**config.mk**
```make
export PLATFORM = sky130hd
export DESIGN_NAME = multdiv_hilo_ctrl
export DESIGN_NICKNAME = d
export VERILOG_FILES = /design/src/rtl/multdiv_hilo_ctrl_pkg.sv /design/src/rtl/multdiv_hilo_ctrl_div_radix2.sv /design/src/rtl/multdiv_hilo_ctrl.sv
export SDC_FILE = /design/constraint.sdc
export NUM_CORES = 2
export LEC_CHECK = 0
export CORE_MARGIN = 2
export CORE_UTILIZATION = 39
export CTS_CLUSTER_SIZE = 24
export DETAILED_ROUTE_END_ITERATION = 16
export PLACE_DENSITY = 0.51
export REMOVE_ABC_BUFFERS = 1
export SLEW_MARGIN = 20
export SYNTH_ARGS = -nofsm -noshare
export SYNTH_HDL_FRONTEND = slang
export SYNTH_SLANG_ARGS = --single-unit
export TNS_END_PERCENT = 100
```
**constraint.sdc**
```tcl
create_clock -name clk -period 11.1 [get_ports clk]
set_input_delay 1.665 -clock clk [delete_from_list [all_inputs] [get_ports clk]]
set_output_delay 1.665 -clock clk [all_outputs]
set_load 0.01 [all_outputs]
```
**src/rtl/multdiv_hilo_ctrl_pkg.sv**
```systemverilog
// Shared types and constants for the MULT/DIV/HI-LO execute-stage controller.
package multdiv_hilo_ctrl_pkg;

  localparam int unsigned WORD_W   = 32;
  localparam int unsigned DIV_ITER = 32;
  localparam int unsigned CNT_W    = 6;

  typedef logic [WORD_W-1:0] word_t;

  // Decoded operations as seen in EX; only the multdiv and HI/LO moves act here.
  typedef enum logic [3:0] {
    OP_NOP   = 4'd0,
    OP_ALU   = 4'd1,
    OP_MULT  = 4'd2,
    OP_MULTU = 4'd3,
    OP_DIV   = 4'd4,
    OP_DIVU  = 4'd5,
    OP_MTHI  = 4'd6,
    OP_MTLO  = 4'd7
  } decoded_op_t;

  typedef enum logic [1:0] {
    S_IDLE = 2'd0,
    S_MUL  = 2'd1,
    S_DIV  = 2'd2,
    S_DONE = 2'd3
  } multdiv_state_t;

  typedef struct packed {
    word_t hi;
    word_t lo;
  } hilo_t;

endpackage

```
**src/rtl/multdiv_hilo_ctrl_div_radix2.sv**
```systemverilog
// Iterative restoring radix-2 divider: one quotient bit per cycle, sign fixup on the last step.
module multdiv_hilo_ctrl_div_radix2
  import multdiv_hilo_ctrl_pkg::*;
(
  input  logic  clk,
  input  logic  resetn,
  input  logic  start_i,
  input  word_t a_i,
  input  word_t b_i,
  input  logic  signed_i,
  output logic  done_o,
  output word_t quo_o,
  output word_t rem_o
);

  logic             run_q;
  logic [CNT_W-1:0] cnt_q;
  word_t            prem_q;
  word_t            pquo_q;
  word_t            den_q;
  word_t            dvd_q;
  logic             neg_quo_q;
  logic             neg_rem_q;
  logic             dz_q;
  logic             done_q;
  word_t            quo_q;
  word_t            rem_q;

  logic             a_neg_c;
  logic             b_neg_c;
  word_t            abs_a_c;
  word_t            abs_b_c;
  logic [WORD_W:0]  trial_c;
  logic             fits_c;
  word_t            prem_nxt_c;
  word_t            pquo_nxt_c;
  logic             last_c;
  word_t            quo_fix_c;
  word_t            rem_fix_c;

  // Operand magnitudes and sign flags captured at start.
  assign a_neg_c = signed_i & a_i[WORD_W-1];
  assign b_neg_c = signed_i & b_i[WORD_W-1];
  assign abs_a_c = a_neg_c ? (32'd0 - a_i) : a_i;
  assign abs_b_c = b_neg_c ? (32'd0 - b_i) : b_i;

  // One shift-subtract step; the dividend shifts out of pquo while quotient bits shift in.
  assign trial_c    = {prem_q, pquo_q[WORD_W-1]} - {1'b0, den_q};
  assign fits_c     = ~trial_c[WORD_W];
  assign prem_nxt_c = fits_c ? trial_c[WORD_W-1:0] : {prem_q[WORD_W-2:0], pquo_q[WORD_W-1]};
  assign pquo_nxt_c = {pquo_q[WORD_W-2:0], fits_c};
  assign last_c     = run_q && (cnt_q == CNT_W'(DIV_ITER - 1));

  // Sign fixup; divide by zero returns all-ones quotient and the raw dividend.
  assign quo_fix_c = dz_q      ? '1    :
                     neg_quo_q ? (32'd0 - pquo_nxt_c) : pquo_nxt_c;
  assign rem_fix_c = dz_q      ? dvd_q :
                     neg_rem_q ? (32'd0 - prem_nxt_c) : prem_nxt_c;

  // Iteration registers and final result capture.
  always_ff @(posedge clk) begin
    if (!resetn) begin
      run_q     <= 1'b0;
      cnt_q     <= '0;
      prem_q    <= '0;
      pquo_q    <= '0;
      den_q     <= '0;
      dvd_q     <= '0;
      neg_quo_q <= 1'b0;
      neg_rem_q <= 1'b0;
      dz_q      <= 1'b0;
      done_q    <= 1'b0;
      quo_q     <= '0;
      rem_q     <= '0;
    end else begin
      done_q <= 1'b0;
      if (start_i) begin
        run_q     <= 1'b1;
        cnt_q     <= '0;
        prem_q    <= '0;
        pquo_q    <= abs_a_c;
        den_q     <= abs_b_c;
        dvd_q     <= a_i;
        neg_quo_q <= a_neg_c ^ b_neg_c;
        neg_rem_q <= a_neg_c;
        dz_q      <= (b_i == '0);
      end else if (run_q) begin
        prem_q <= prem_nxt_c;
        pquo_q <= pquo_nxt_c;
        cnt_q  <= cnt_q + CNT_W'(1);
        if (last_c) begin
          run_q  <= 1'b0;
          done_q <= 1'b1;
          quo_q  <= quo_fix_c;
          rem_q  <= rem_fix_c;
        end
      end
    end
  end

  assign done_o = done_q;
  assign quo_o  = quo_q;
  assign rem_o  = rem_q;

endmodule

```
**src/rtl/multdiv_hilo_ctrl.sv**
```systemverilog
// Execute-stage controller for MULT/MULTU/DIV/DIVU and the HI/LO register pair.
module multdiv_hilo_ctrl
  import multdiv_hilo_ctrl_pkg::*;
#(
  parameter int unsigned MULT_LATENCY = 3
) (
  input  logic        clk,
  input  logic        resetn,
  input  logic        valid_i,
  input  decoded_op_t op_i,
  input  word_t       srca_i,
  input  word_t       srcb_i,
  input  logic        flush_i,
  output logic        stall_o,
  output logic        busy_o,
  output word_t       hi_o,
  output word_t       lo_o
);

  multdiv_state_t   state_q, state_d;
  logic [CNT_W-1:0] cnt_q, cnt_d;
  hilo_t            hilo_q, hilo_d;
  logic             is_mul_q, is_mul_d;

  logic             stall_c;
  logic             mul_start_c;
  logic             div_start_c;
  logic             mul_signed_c;

  logic [63:0]                   mcand_q;
  logic [63:0]                   mplier_q;
  logic [63:0]                   prod_c;
  logic [MULT_LATENCY-1:0][63:0] pipe_q;

  logic             div_done;
  word_t            div_quo;
  word_t            div_rem;

  multdiv_hilo_ctrl_div_radix2 u_div (
    .clk      (clk),
    .resetn   (resetn),
    .start_i  (div_start_c),
    .a_i      (srca_i),
    .b_i      (srcb_i),
    .signed_i (op_i == OP_DIV),
    .done_o   (div_done),
    .quo_o    (div_quo),
    .rem_o    (div_rem)
  );

  // Operands are pre-extended to 64 bits so one wrap-around multiply serves both signednesses.
  assign mul_signed_c = (op_i == OP_MULT);
  assign prod_c       = mcand_q * mplier_q;

  // Next-state, counter, HI/LO update and stall decode.
  always_comb begin
    state_d     = state_q;
    cnt_d       = cnt_q;
    hilo_d      = hilo_q;
    is_mul_d    = is_mul_q;
    stall_c     = 1'b0;
    mul_start_c = 1'b0;
    div_start_c = 1'b0;
    case (state_q)
      S_IDLE: begin
        if (valid_i && !flush_i) begin
          case (op_i)
            OP_MULT, OP_MULTU: begin
              stall_c     = 1'b1;
              mul_start_c = 1'b1;
              is_mul_d    = 1'b1;
              cnt_d       = '0;
              state_d     = S_MUL;
            end
            OP_DIV, OP_DIVU: begin
              stall_c     = 1'b1;
              div_start_c = 1'b1;
              is_mul_d    = 1'b0;
              cnt_d       = '0;
              state_d     = S_DIV;
            end
            OP_MTHI: hilo_d.hi = srca_i;
            OP_MTLO: hilo_d.lo = srca_i;
            default: ;
          endcase
        end
      end
      S_MUL: begin
        if (flush_i) begin
          cnt_d   = '0;
          state_d = S_IDLE;
        end else begin
          stall_c = 1'b1;
          cnt_d   = cnt_q + CNT_W'(1);
          if (cnt_q == CNT_W'(MULT_LATENCY - 1)) state_d = S_DONE;
        end
      end
      S_DIV: begin
        if (flush_i) begin
          cnt_d   = '0;
          state_d = S_IDLE;
        end else begin
          stall_c = 1'b1;
          cnt_d   = cnt_q + CNT_W'(1);
          if (cnt_q == CNT_W'(DIV_ITER - 1)) state_d = S_DONE;
        end
      end
      S_DONE: begin
        cnt_d   = '0;
        state_d = S_IDLE;
        if (!flush_i) begin
          if (is_mul_q) begin
            hilo_d = pipe_q[MULT_LATENCY-1];
          end else if (div_done) begin
            hilo_d.hi = div_rem;
            hilo_d.lo = div_quo;
          end
        end
      end
      default: state_d = S_IDLE;
    endcase
  end

  // Control state, counter and committed HI/LO.
  always_ff @(posedge clk) begin
    if (!resetn) begin
      state_q  <= S_IDLE;
      cnt_q    <= '0;
      hilo_q   <= '0;
      is_mul_q <= 1'b0;
    end else begin
      state_q  <= state_d;
      cnt_q    <= cnt_d;
      hilo_q   <= hilo_d;
      is_mul_q <= is_mul_d;
    end
  end

  // Multiplier operand capture with signedness applied as extension.
  always_ff @(posedge clk) begin
    if (!resetn) begin
      mcand_q  <= '0;
      mplier_q <= '0;
    end else if (mul_start_c) begin
      mcand_q  <= {{32{mul_signed_c & srca_i[WORD_W-1]}}, srca_i};
      mplier_q <= {{32{mul_signed_c & srcb_i[WORD_W-1]}}, srcb_i};
    end
  end

  // Product register stages behind the inferred multiplier.
  if (MULT_LATENCY == 1) begin : g_pipe_one
    always_ff @(posedge clk) begin
      if (!resetn) pipe_q <= '0;
      else         pipe_q <= prod_c;
    end
  end else begin : g_pipe_many
    always_ff @(posedge clk) begin
      if (!resetn) pipe_q <= '0;
      else         pipe_q <= {pipe_q[MULT_LATENCY-2:0], prod_c};
    end
  end

  assign stall_o = stall_c;
  assign busy_o  = (state_q != S_IDLE);
  assign hi_o    = hilo_q.hi;
  assign lo_o    = hilo_q.lo;

endmodule

```
==> metrics <==
status finished, final reports clean; IO Port Bufs 137; pwr dens 82.4 nW/um^2; Initial Utilization 0.391; measured slew at the worst slew-check pin 1080 ps; Critical Path RT 11690 ps; VDD IR max 0.153 mV; Placed Cells 8859; Synth Cell Area 62600 sq um; Synth area leaders fa_1 (36%), dfxtp_1 (17%), and2_1 (7.3%); number of synthesized register bits 534; crit share post-route 0.860; first-pass GRT wire length 316000 um; DR WL/cell 22.8 um; Residual DRC 0; Synth Flop Type dfxtp_1; final hold vios 0; share of the synthesized area in the top cell type 0.360; Total Routing Usage GR 0.255; clk_lat worst skew 680 ps; Pleak 32.3 nW; share of cells above drive strength 1 0.0413; H-tree depth 2; synth-to-layout area growth 8.96%; TritonCTS Buffers 59; Unique masters post-synth 76; Crit path arrival time 10140 ps; crit path max-delay cell type dfxtp_1; pre-CTS setup slack 1670 ps; hold slack 403 ps; die width 405 um; asr flop ratio synth 0; Clock Tree Buf Depth 3; critical path peak fanout 17; most frequent cell after synthesis inv_1; Final Slew Violations 0; endpoints failing setup 0; clk_skew 70.2 ps; DRT Pass-1 Iters 6; RSZ-0062 raised after global routing false; Syn Inst Count 6932; Post-CTS Resized 0; I/O Pins 138; Vias 46696; Post-CTS Setup Bufs 0; final core utilization 0.426; setup TNS 0 ps; clock-pin slew on the worst setup and hold paths 60 ps; Clock Sinks 534; Post-DRT Antenna Nets 0; CP most frequent cell fa_1; CP Class flip-flop to flip-flop; total wire length 205000 um; largest net degree at the start of global routing 149; CP Launch Type flip-flop; TritonCTS clock tree yes; Final #Nets 8288; commonest cells in the netlist inv_1 (1176), fa_1 (1126), nand2_1 (895); remaining global-route overflow 0; Yosys top cell by area fa_1; Slew HR 0.272; critical path's largest stage delay 920 ps; number of antenna violations at the first check in global routing 15; Hold/Removal Path Class flip-flop to flip-flop; minimum clock period 9550 ps; fin area 68200 sq um; Power Total 5.62 mW; gpl congestion 0.912; HPWL Detailed 157000 um; syn avg cell area 9.03 sq um; die area 164000 sq um; setup ws final 1550 ps; hold buffers post-CTS 0; fmax 0.105 GHz; detail-routed via count per cell 5.20; Core ar. 160000 sq um; CP Capture Type flip-flop; # Max-Cap Violations 0; CTS root buf clkbuf_16; placed cell areas 66100 sq um; std cell rows 147; Yosys warnings 0; final non-filler cell total 8980; EDFF count, synth 0; Die Y-Extent 405 um; register area share after synthesis 0.171; vias in the first global route 50061; Starting DRT DRC Count 3533
-- worst paths after layout --
path | startpoint | end | slack (ps) | depth (start not counted)
max reg2reg | mplier_q[3] | pipe_q[59] | 1550 | 28
min reg2reg | pipe_q[16] | pipe_q[80] | 400 | 1
max | mplier_q[3] | pipe_q[59] | 1550 | 28
min | pipe_q[16] | pipe_q[80] | 400 | 1
-- worst max-delay path, delay by kind of cell (launching register included) --
family	cells	cell delay (ps)
fa+ha+maj	9	4320
compound gates	8	2810
flops	1	920
buf+inv	7	800
simple gates	3	400
mux	1	230
-- metal layers --
| metal | wire, um | GRT usage | share of wire |
|---|---|---|---|
| met1 | 88800 | 0.343 | 0.43 |
| met2 | 99600 | 0.437 | 0.49 |
| met3 | 10400 | 0.0251 | 0.051 |
| met4 | 5960 | 0.0693 | 0.029 |
| met5 | 12 | 0 | 0.000059 |
-- placed cells by master, fill, tap and decap left out, types with 11 or more instances in the layout --
cell type        synthesis  routed
clkbuf_8                 0      14
o211a_1                 63      63
or4_1                   11      11
nor4_1                  19      19
buf_4                    1     117
or3_1                   19      18
o211ai_1                24      24
nand3b_1                12      12
a31oi_1                 20      20
o21ai_0                125     125
and2_1                 733     732
and3_1                  24      23
o31ai_1                 29      28
inv_1                 1176    1176
dfxtp_1                534     511
ha_1                   256     255
nand4_1                 16      16
mux2i_1                130     130
xnor2_1                101     101
nor3_1                  52      51
xor2_1                 101     101
a21oi_1                256     256
a21boi_0               111     111
o21a_1                  17      17
a21o_1                  52      52
nor2_1                 175     173
clkbuf_16                0      60
nor2b_1                121     121
nand2b_1                37      37
dfxtp_2                  0      21
nand2_1                895     893
nand3_1                 45      44
clkdlybuf4s50_1          0     136
fa_1                  1126    1126
diode_2                  0      11
a211oi_1                98      98
-- cell type report --
| class | count | area (sq um) |
|---|---|---|
| clock inverter | 28 | 415 |
| sequential | 534 | 10700 |
| antenna | 11 | 27.5 |
| inverter | 1176 | 4410 |
| tap | 2086 | 2610 |
| fill | 15931 | 91800 |
| clock buffer | 82 | 1720 |
| timing repair buffer | 257 | 2310 |
| multi-input combinational | 4806 | 46000 |
-- report_power, final --
part / switching [mW] / internal (mW)
combinational: 0.952 / 0.496
clock: 0.892 / 1.26
sequential: 0.0637 / 1.96
total: 1.91 / 3.71
-- logic make-up (layout without fill, tap and decap cells) --
kind of cell    Yosys count  in the layout  share of synthesized area
simple gates           2184           2184                      0.175
buf+inv                1592           1543                     0.0957
fa+ha+maj              1382           1382                      0.411
compound gates          899            899                     0.0968
flops                   534            534                      0.171
xor+xnor                202            202                     0.0283
mux                     139            139                     0.0224
other cells               0             11                          0
-- registers in the layout, indices dropped and copies added (netlist names) --
register,cells
u_div.den_q,32
pipe_q,192
mcand_q,33
mplier_q,33
u_div.done_o,1
u_div.run_q,1
u_div.quo_o,32
hi_o,32
cnt_q,6
lo_o,32
u_div.neg_rem_q,1
u_div.neg_quo_q,1
state_q,2
is_mul_q,1
u_div.dvd_q,32
u_div.pquo_q,32
u_div.cnt_q,6
u_div.rem_o,32
u_div.prem_q,32
u_div.dz_q,1
Note: power is estimated with default switching activity, not from simulation.
